--- config.mk ---
export PLATFORM = sky130hd
export DESIGN_NAME = reg_req_bridge
export DESIGN_NICKNAME = d
export VERILOG_FILES = /design/src/rtl/reg_bridge_pkg.sv /design/src/rtl/reg_bridge_timer.sv /design/src/rtl/reg_req_bridge.sv
export SDC_FILE = /design/constraint.sdc
export NUM_CORES = 1
export LEC_CHECK = 0
export CELL_PAD_IN_SITES_DETAIL_PLACEMENT = 1
export CELL_PAD_IN_SITES_GLOBAL_PLACEMENT = 1
export CORE_UTILIZATION = 30
export DETAILED_ROUTE_END_ITERATION = 8
export GPL_TIMING_DRIVEN = 0
export PLACE_DENSITY = 0.79
export SLEW_MARGIN = 20
export SYNTH_ARGS = -nofsm -noshare
export SYNTH_HDL_FRONTEND = slang
export SYNTH_HIERARCHICAL = 1
export SYNTH_SLANG_ARGS = --single-unit
--- constraint.sdc ---
create_clock -name clock -period 3 [get_ports clock]
set_input_delay 0.6 -clock clock [delete_from_list [all_inputs] [get_ports clock]]
set_output_delay 0.6 -clock clock [all_outputs]
set_load 0.03 [all_outputs]
--- src/rtl/reg_bridge_pkg.sv ---
// Shared types and constants for the register request bridge.
// States, completion status codes and parameter defaults.
package reg_bridge_pkg;

  typedef enum logic [1:0] {
    IDLE,
    ISSUE,
    RESP,
    GAP
  } state_t;

  localparam logic [1:0] CPL_OK      = 2'b00;
  localparam logic [1:0] CPL_DECERR  = 2'b01;
  localparam logic [1:0] CPL_TIMEOUT = 2'b10;

  localparam int TIMEOUT_DEFAULT = 1024;
  localparam int GAP_DEFAULT     = 2;

endpackage

--- src/rtl/reg_bridge_timer.sv ---
// Loadable up-counter with a terminal-count flag.
// Shared between the ISSUE timeout and the GAP hold-off.
module reg_bridge_timer #(
  parameter int W = 10
) (
  input  logic         clock,
  input  logic         reset,
  input  logic         load,
  input  logic         step,
  input  logic [W-1:0] limit,
  output logic         done
);

  logic [W-1:0] count;

  always_ff @(posedge clock or negedge reset) begin
    if (!reset) begin
      count <= '0;
    end else if (load) begin
      count <= '0;
    end else if (step) begin
      count <= count + 1'b1;
    end
  end

  assign done = (count == limit);

endmodule

--- src/rtl/reg_req_bridge.sv ---
// Request-to-register-bus bridge: one DWORD per transaction,
// posted writes, one completion per read, timeout on missing ack.
module reg_req_bridge
  import reg_bridge_pkg::*;
#(
  parameter int TIMEOUT_CYCLES = TIMEOUT_DEFAULT,
  parameter int GAP_CYCLES     = GAP_DEFAULT,
  parameter int TAG_W          = 8
) (
  input  logic             clock,
  input  logic             reset,
  input  logic             reqValid,
  output logic             reqReady,
  input  logic             reqWrite,
  input  logic [29:0]      reqAddr,
  input  logic [31:0]      reqData,
  input  logic [TAG_W-1:0] reqTag,
  output logic             registerSelect,
  output logic             registerRead,
  output logic [29:0]      registerAddress,
  output logic [31:0]      registerWriteData,
  input  logic             registerAck,
  input  logic             registerError,
  input  logic [31:0]      registerReadData,
  output logic             cplValid,
  input  logic             cplReady,
  output logic [31:0]      cplData,
  output logic [TAG_W-1:0] cplTag,
  output logic [1:0]       cplStatus,
  output logic [15:0]      writeErrCount
);

  localparam int TW = $clog2(TIMEOUT_CYCLES);
  localparam logic [TW-1:0] TO_LAST  = TW'(TIMEOUT_CYCLES - 1);
  localparam logic [TW-1:0] GAP_LAST = TW'(GAP_CYCLES - 1);

  state_t        state;
  state_t        nxt;
  logic          wr;
  logic          take;
  logic          acked;
  logic          expired;
  logic          fail_wr;
  logic          t_load;
  logic          t_step;
  logic          t_done;
  logic [TW-1:0] t_limit;

  assign take    = reqValid & reqReady;
  assign fail_wr = wr & ((acked & registerError) | expired);

  reg_bridge_timer #(
    .W(TW)
  ) timer (
    .clock(clock),
    .reset(reset),
    .load (t_load),
    .step (t_step),
    .limit(t_limit),
    .done (t_done)
  );

  always_comb begin
    nxt     = state;
    t_load  = 1'b0;
    t_step  = 1'b0;
    t_limit = TO_LAST;
    acked   = 1'b0;
    expired = 1'b0;
    unique case (state)
      IDLE: begin
        if (take) begin
          nxt    = ISSUE;
          t_load = 1'b1;
        end
      end
      ISSUE: begin
        t_step = 1'b1;
        acked  = registerAck;
        // an ack on the terminal cycle beats the timeout
        expired = !registerAck & t_done;
        if (acked | expired) begin
          nxt    = wr ? GAP : RESP;
          t_load = 1'b1;
        end
      end
      RESP: begin
        if (cplValid & cplReady) begin
          nxt    = GAP;
          t_load = 1'b1;
        end
      end
      GAP: begin
        t_step  = 1'b1;
        t_limit = GAP_LAST;
        if (t_done) begin
          nxt = IDLE;
        end
      end
      default: nxt = IDLE;
    endcase
  end

  always_ff @(posedge clock or negedge reset) begin
    if (!reset) begin
      state <= IDLE;
    end else begin
      state <= nxt;
    end
  end

  always_ff @(posedge clock or negedge reset) begin
    if (!reset) begin
      wr                <= 1'b0;
      reqReady          <= 1'b0;
      registerSelect    <= 1'b0;
      registerRead      <= 1'b0;
      registerAddress   <= '0;
      registerWriteData <= '0;
      cplValid          <= 1'b0;
      cplData           <= '0;
      cplTag            <= '0;
      cplStatus         <= CPL_OK;
      writeErrCount     <= '0;
    end else begin
      reqReady       <= (nxt == IDLE);
      registerSelect <= (nxt == ISSUE);
      cplValid       <= (nxt == RESP);
      if (take) begin
        wr                <= reqWrite;
        registerRead      <= !reqWrite;
        registerAddress   <= reqAddr;
        registerWriteData <= reqData;
        cplTag            <= reqTag;
      end else if (nxt != ISSUE) begin
        registerRead <= 1'b0;
      end
      if (acked & !wr) begin
        cplData   <= registerReadData;
        cplStatus <= registerError ? CPL_DECERR : CPL_OK;
      end else if (expired & !wr) begin
        cplData   <= '0;
        cplStatus <= CPL_TIMEOUT;
      end
      if (fail_wr && writeErrCount != 16'hFFFF) begin
        writeErrCount <= writeErrCount + 1'b1;
      end
    end
  end

endmodule
; Word level (Yosys, flattened, before mapping)
; Index checks and enable logic that the tools add are counted.
[totals]
register_bits = 137
out_inout_bits = 124
in_bits = 109
word_cells = 65
[op_classes]
bitwise_logic = 9
mux = 23
eq_ne = 8
addsub = 2
reduce_logical = 10
[ops]
columns = cell, n
row1 = 2-to-1 mux 32 bit, 2
row2 = 2-to-1 mux 10 bit, 3
row3 = adder 16 x 1 -> 16 bit (second input constant), 1
row4 = inequality test 16 bit (second input constant), 1
row5 = 2-to-1 mux 2 bit, 6
row6 = adder 10 x 1 -> 10 bit (second input constant), 1
row7 = equality test 10 bit, 1
row8 = 2-to-1 mux 1 bit, 10
row9 = case mux 2 bit (4 select lines), 1
row10 = bitwise AND 1 bit, 7
row11 = equality test 2 bit (second input constant), 3
row12 = nonzero test 2 bit, 3
row13 = equality test 2 x 1 -> 1 bit (second input constant), 2
row14 = logical NOT 2 bit, 2
row15 = logical NOT 1 bit, 3
row16 = case mux 1 bit (3 select lines), 1
row17 = inequality test 2 x 1 -> 1 bit (second input constant), 1
row18 = OR 1 bit, 2
row19 = OR reduction 2 bit, 1
row20 = logical AND 1 bit, 1

; Logic depth before layout (Yosys ltp)
[depth]
word_depth = 10
mapped_depth = 12
ltp_nobuf = 11

; By module
; The synthesis kept the hierarchy.
[modules_own_cells]
columns = mod, cells_per_inst, area_each_um2, seq_area_each_um2, instances
row1 = reg_req_bridge, 335, 4895.9, 3178.0, 1
row2 = reg_bridge_timer, 61, 594.3, 250.2, 1

; Worst setup path after synthesis
; Ideal clock, no wire load.
[synth_path]
kind = register to register
from = register state[0]
to = register timer.count[9]
synth_period_minus_slack_ns = 2.911
path_slack_ns = 0.089
path_stages_with_launch = 13
t_arrival_ns = 2.832
path_buffers = 1
setup_ns = 0.078
required_ns = 2.922
path_cell_list = dfrtp_1 buf_2 nand2_1 xnor2_1 nand4_1 nor4_1 o21ai_0 o21ai_0 nor2_1 a21oi_1 o2111ai_2 or4_1 a21oi_1
[synth_via]
elab_chain_cells = 8
elab_cells_between_ends = 14
cone_classes = 4 x eq/ne / 5 x mux / 2 x bitwise / 3 x reduce/logical
[synth_lines]
columns = element, line_no
row1 = "start, declared", reg_req_bridge.sv:37  ; state_t state;
row2 = "start signal, assigned", reg_req_bridge.sv:108  ; state <= nxt;
row3 = equality test 2 bit (*), reg_req_bridge.sv:70  ; unique case (state)
row4 = 2-to-1 mux 10 bit (*), reg_req_bridge.sv:70
row5 = named net t_limit[1], reg_req_bridge.sv:47  ; logic [TW-1:0] t_limit;
row6 = equality test 10 bit (*), reg_bridge_timer.sv:26  ; assign done = (count == limit);
row7 = named net t_done, reg_req_bridge.sv:46  ; logic t_done;
row8 = bitwise AND 1 bit (*), reg_req_bridge.sv:81  ; expired = !registerAck & t_done;
row9 = OR 1 bit (*), reg_req_bridge.sv:82  ; if (acked | expired) begin
row10 = 2-to-1 mux 1 bit (*), reg_req_bridge.sv:82
row11 = case mux 1 bit (3 select lines) (*), reg_req_bridge.sv:70
row12 = named net t_load, reg_req_bridge.sv:44  ; logic t_load;
row13 = 2-to-1 mux 10 bit / nonzero test 2 bit (equally long branches), --
row14 = "end signal, assigned", reg_bridge_timer.sv:22  ; count <= count + 1'b1;
row15 = "end, declared", reg_bridge_timer.sv:14  ; logic [W-1:0] count;
; Mark *: on every way through the listed nets, which the timed path passes. The rest lies on a longest branch.
; A chain may end at the register's enable or synchronous reset.

; Final worst setup path
[layout_path]
from = register state[0]
to = register writeErrCount[11]
[layout_via]
elab_chain_cells = 8
elab_cells_between_ends = 11
cone_classes = 3 x eq/ne / 3 x mux / 4 x bitwise / 1 x reduce/logical
[layout_lines]
columns = element, line_no
row1 = equality test 2 bit, reg_req_bridge.sv:70
row2 = 2-to-1 mux 10 bit, reg_req_bridge.sv:70
row3 = named net t_limit[1], reg_req_bridge.sv:47
row4 = equality test 10 bit, reg_bridge_timer.sv:26
row5 = named net t_done, reg_req_bridge.sv:46
row6 = bitwise AND 1 bit, reg_req_bridge.sv:81
row7 = 2-to-1 mux 1 bit, reg_req_bridge.sv:70
row8 = OR 1 bit, reg_req_bridge.sv:50  ; assign fail_wr = wr & ((acked & registerError) | expired);
row9 = bitwise AND 1 bit, reg_req_bridge.sv:50
row10 = logical AND 1 bit, reg_req_bridge.sv:145  ; if (fail_wr && writeErrCount != 16'hFFFF) begin
row11 = "end signal, assigned", reg_req_bridge.sv:146  ; writeErrCount <= writeErrCount + 1'b1;
row12 = "end, declared", reg_req_bridge.sv:30  ; output logic [15:0] writeErrCount
; The timed path passes the listed nets, and every way through them passes these cells.

==> report_table.html <==
<table>
<tr><th>Metric</th><th>Value</th></tr>
<tr><th colspan="2">Status</th></tr>
<tr><td>Outcome</td><td>finished, final reports clean</td></tr>
<tr><th colspan="2">Clocking</th></tr>
<tr><td>TritonCTS Sinks</td><td>137</td></tr>
<tr><td>Deepest level of the CTS H-tree</td><td>4</td></tr>
<tr><td>Root Buffer</td><td>clkbuf_16</td></tr>
<tr><td>Total CTS buffers</td><td>17</td></tr>
<tr><td>Clock Tree Buf Depth</td><td>2</td></tr>
<tr><td>Source-to-sink clock delay at the later pin of the worst-skew pair</td><td>420 ps</td></tr>
<tr><td>CTS tree</td><td>built</td></tr>
<tr><td>Clock edge transition at the registers on the reported setup and hold paths</td><td>60 ps</td></tr>
<tr><th colspan="2">Global routing</th></tr>
<tr><td>Global-route wire length before repair</td><td>24600 µm</td></tr>
<tr><td>Via count of the first global-routing pass</td><td>4667</td></tr>
<tr><td>Met3 demand-to-capacity share in global routing</td><td>4.97%</td></tr>
<tr><td>Maximum number of pins on one net before global-route repair</td><td>77</td></tr>
<tr><td>Total grt overflow</td><td>0</td></tr>
<tr><td>Met1 track demand over resource</td><td>20.3%</td></tr>
<tr><td>Total routing usage reported by global routing</td><td>17.1%</td></tr>
<tr><td>Antenna violations before repair</td><td>0</td></tr>
<tr><td>Most used routing layer in global routing</td><td>met2</td></tr>
<tr><td>Met2 Use GR</td><td>29.4%</td></tr>
<tr><th colspan="2">Synthesis</th></tr>
<tr><td>Count of synthesis-stage warnings from yosys</td><td>6</td></tr>
<tr><td>Area share of the leading cell type in the synthesized netlist</td><td>62.4%</td></tr>
<tr><td>Post-synthesis sequential area ratio</td><td>62.4%</td></tr>
<tr><td>Synth Cell Area</td><td>5490 µm²</td></tr>
<tr><td>Post-synthesis async set-or-reset flop share</td><td>100%</td></tr>
<tr><td>Number of distinct library cells after synthesis</td><td>40</td></tr>
<tr><td>Most repeated cell in the gate-level netlist after synthesis</td><td>dfrtp_1</td></tr>
<tr><td>Mapped Nets</td><td>507</td></tr>
<tr><td>Mapped Avg Cell Area</td><td>13.9 µm²</td></tr>
<tr><td>Most instantiated flip-flop cell in the synthesis netlist</td><td>dfrtp_1</td></tr>
<tr><td>Leading cell types by total area after synthesis</td><td>dfrtp_1, mux2_2, a22o_1, xnor2_1, nand4_1</td></tr>
<tr><td>Post-synth top area cell</td><td>dfrtp_1</td></tr>
<tr><td>Flop and latch count out of synthesis</td><td>137</td></tr>
<tr><td>Number of flops mapped to enable cells by yosys</td><td>0</td></tr>
<tr><td>Cell count after synthesis</td><td>396</td></tr>
<tr><td>Commonest cells in the synthesized netlist</td><td>dfrtp_1, mux2_2, a22o_1</td></tr>
<tr><th colspan="2">Flow run</th></tr>
<tr><td>Maxcap violations</td><td>0</td></tr>
<tr><th colspan="2">Routing</th></tr>
<tr><td>Violation count after the first detailed-routing iteration</td><td>82</td></tr>
<tr><td>DRC violations left</td><td>0</td></tr>
<tr><td>Average routed wire per standard cell</td><td>17.6 µm</td></tr>
<tr><td>Total wire length after detailed routing</td><td>15800 µm</td></tr>
<tr><td>Number of routed nets with antenna violations</td><td>0</td></tr>
<tr><td>Detailed-route via count</td><td>4240</td></tr>
<tr><td>Detailed-routing iteration count for the pre-antenna-repair pass</td><td>5</td></tr>
<tr><td>Drt via density</td><td>4.75</td></tr>
<tr><th colspan="2">Min path</th></tr>
<tr><td>HP Class</td><td>in2async</td></tr>
<tr><th colspan="2">Setup path</th></tr>
<tr><td>Capture point of the critical path</td><td>writeErrCount[11]$_DFFE_PN0P_</td></tr>
<tr><td>Worst setup SP type</td><td>register</td></tr>
<tr><td>Worst reg2reg startpoint</td><td>state[0]$_DFF_PN0_</td></tr>
<tr><td>Worst reg2reg endpoint</td><td>writeErrCount[11]$_DFFE_PN0P_</td></tr>
<tr><td>Maximum fanout along the worst path</td><td>10</td></tr>
<tr><td>Critical Path Sink Type</td><td>register</td></tr>
<tr><td>CP Cell Sequence</td><td>clkbuf_4 &gt; nand2_4 &gt; xnor2_1 &gt; nand4_1 &gt; nor4_4 &gt; buf_4 &gt; mux2i_1 &gt; nor4_2 &gt; nand4_1 &gt; mux2_2</td></tr>
<tr><td>Worst setup path startpoint</td><td>state[0]$_DFF_PN0_</td></tr>
<tr><td>Worst Path Class, Setup</td><td>reg2reg</td></tr>
<tr><td>Data arrival at the endpoint of the critical path</td><td>3090 ps</td></tr>
<tr><td>Worst R2R Setup Slack</td><td>200 ps</td></tr>
<tr><td>Most common cell on crit path</td><td>nand4_1</td></tr>
<tr><td>Slowest library cell on the worst path</td><td>nor4_2</td></tr>
<tr><td>Max incr delay on CP</td><td>520 ps</td></tr>
<tr><td>WP data required</td><td>3290 ps</td></tr>
<tr><td>Number of cells on the worst reg-to-reg path</td><td>10</td></tr>
<tr><th colspan="2">Timing</th></tr>
<tr><td>Final worst path period share</td><td>93.3%</td></tr>
<tr><td>Unrepaired setup endpoints after global routing</td><td>false</td></tr>
<tr><td>Final number of hold-violating endpoints</td><td>0</td></tr>
<tr><td>Final TNS setup</td><td>0 ps</td></tr>
<tr><td>Min cycle time layout</td><td>2800 ps</td></tr>
<tr><td>Transition time at the pin with the least slew margin</td><td>722 ps</td></tr>
<tr><td>Post-route clock skew</td><td>13.2 ps</td></tr>
<tr><td>Setup violation total in the final timing report</td><td>0</td></tr>
<tr><td>Headroom to the max-slew limit</td><td>51.7%</td></tr>
<tr><td>Max Transition Viols Final</td><td>0</td></tr>
<tr><td>Max Fclk</td><td>0.357 GHz</td></tr>
<tr><th colspan="2">Finish</th></tr>
<tr><td>Area of all placed cells without fillers</td><td>8800 µm²</td></tr>
<tr><td>Antenna diode instance count</td><td>0</td></tr>
<tr><td>Combined area of the multi-input logic cells</td><td>2010 µm²</td></tr>
<tr><td>Syn-to-layout area delta</td><td>60.3%</td></tr>
<tr><td>Area occupied by registers</td><td>3430 µm²</td></tr>
<tr><td>Proportion of layout cells with a drive suffix above 1</td><td>19.3%</td></tr>
<tr><td>Layout net count</td><td>762</td></tr>
<tr><td>Filler instances</td><td>1826</td></tr>
<tr><th colspan="2">Placement</th></tr>
<tr><td>Routability-driven placement congestion ratio</td><td>0.758</td></tr>
<tr><td>PortBufs</td><td>232</td></tr>
<tr><td>Placed Instance Area</td><td>8130 µm²</td></tr>
<tr><td>Half-perimeter wire length after detailed placement</td><td>11700 µm</td></tr>
<tr><th colspan="2">Pwr</th></tr>
<tr><td>Static Leakage</td><td>0.00362 µW</td></tr>
<tr><td>Post-layout power</td><td>9720 µW</td></tr>
<tr><td>Pwr per Cell Area</td><td>1100 nW/µm²</td></tr>
<tr><td>Maximum ir drop on the vdd rail</td><td>616 µV</td></tr>
<tr><th colspan="2">Floorplan</th></tr>
<tr><td>Count of boundary I/O pins</td><td>233</td></tr>
<tr><td>Initial cell density of the core</td><td>30.6%</td></tr>
<tr><td>Die Outline Area</td><td>18800 µm²</td></tr>
<tr><td>Core Box Area</td><td>18000 µm²</td></tr>
<tr><td>Number of core rows</td><td>49</td></tr>
<tr><td>Die Height</td><td>137 µm</td></tr>
<tr><td>Width of the die</td><td>137 µm</td></tr>
</table>
## final cells by class
cell class                      count  share of cell area [%]
Timing Repair Buffer              236                    27.0
Clock buffer                       19                    4.92
Inverter                            3                   0.128
Buffer                             21                   0.995
Multi-Input combinational cell    235                    22.8
Clock inverter                     13                    1.92
Sequential cell                   137                    39.0
Tap cell                          229                    3.26
## kinds of logic after synthesis
kind of cell	count (synthesis)	synth area share [%]
muxes	77	15.8
DFF	137	62.4
other	1	0.0683
xor gates and xnor gates	24	3.83
buffers and inverters	24	1.73
and+or+nand+nor	73	7.77
AOI/OAI and AO/OA	58	7.89
adders and majority gates	2	0.456
## per-stage QoR
step | instances | hold slack [ps] | util (%) | worst slack, ps
after floorplan | 396 | 304 | - | 89.5
after global placement | 857 | 475 | 45.1 | -3940
after detailed placement | 858 | 484 | 45.3 | -627
after CTS | 893 | 127 | 48.8 | 56.8
after global routing | 893 | 137 | 49.0 | 7.92
final | 893 | 112 | 49.0 | 200
## how the worst min path moves through the flow
stage	from	endpoint	slack, ps	cells past startpoint
2_1_floorplan	reset	cplData[0]$_DFFE_PN0P_	300	0
3_3_place_gp	cplStatus[0]$_DFFE_PN0P_	cplStatus[0]$_DFFE_PN0P_	470	2
3_5_place_dp	cplStatus[0]$_DFFE_PN0P_	cplStatus[0]$_DFFE_PN0P_	480	2
4_1_cts	reset	registerAddress[16]$_DFFE_PN0P_	130	1
5_1_grt	reset	registerAddress[20]$_DFFE_PN0P_	140	1
6_report	reset	registerAddress[20]$_DFFE_PN0P_	110	1
## cell usage in the layout (no fill, tap or decap), types with 2 or more instances in the layout
cell type,synthesis,layout
inv_1,3,3
clkinv_4,0,4
clkinv_2,0,2
dfrtp_1,137,136
nor2_1,9,9
o21ai_0,10,10
nand2b_1,4,4
buf_2,4,3
inv_6,0,3
mux2_2,74,74
nor4_2,1,2
a21oi_1,10,9
xor2_1,6,6
a22o_1,32,32
clkbuf_16,0,17
clkdlybuf4s50_1,0,231
or4_1,3,3
nand3b_1,2,2
mux2i_1,2,2
bufinv_16,0,3
nand2_1,15,14
xnor2_1,18,17
o31ai_1,2,2
ha_1,2,2
and3_1,4,4
nand3_1,5,5
buf_4,0,3
nand4_1,13,13
or3_1,4,4
nor2b_1,2,2
clkbuf_1,17,18
## routing by layer
metal,vias to the layer above,part of all wire (%)
li1,1944,-
met1,2115,40
met2,161,51
met3,20,7.4
met4,0,1.6
met5,-,0
## state kept, by name, summed over array words and instances, names as in the netlist
| register | cells |
|---|---|
| registerWriteData | 32 |
| registerAddress | 30 |
| wr | 1 |
| cplValid | 1 |
| state | 2 |
| registerSelect | 1 |
| reqReady | 1 |
| registerRead | 1 |
| cplTag | 8 |
| cplStatus | 2 |
| cplData | 32 |
| timer/count | 10 |
| writeErrCount | 16 |
## power by group
group	switching, µW	total [µW]	leakage [µW]	internal, µW
Clock	813	2130	0.000292	1320
Sequential	460	3080	0.00170	2620
Combinational	2410	4510	0.00163	2090
## worst max-delay path: cells and delay by family, from the launching register on
family / cells / cell delay [ps]
simple gates: 5 / 1280
flops: 1 / 380
buf+inv: 2 / 370
xor+xnor: 1 / 140
mux: 2 / 490
## timing repair
action,CTS,global route
buffers inserted,3,0
setup endpoints to repair,59,37
gates resized for setup,3,8
hold buffers,0,0
pin swaps,2,0
(Power assumes the default switching activity.)
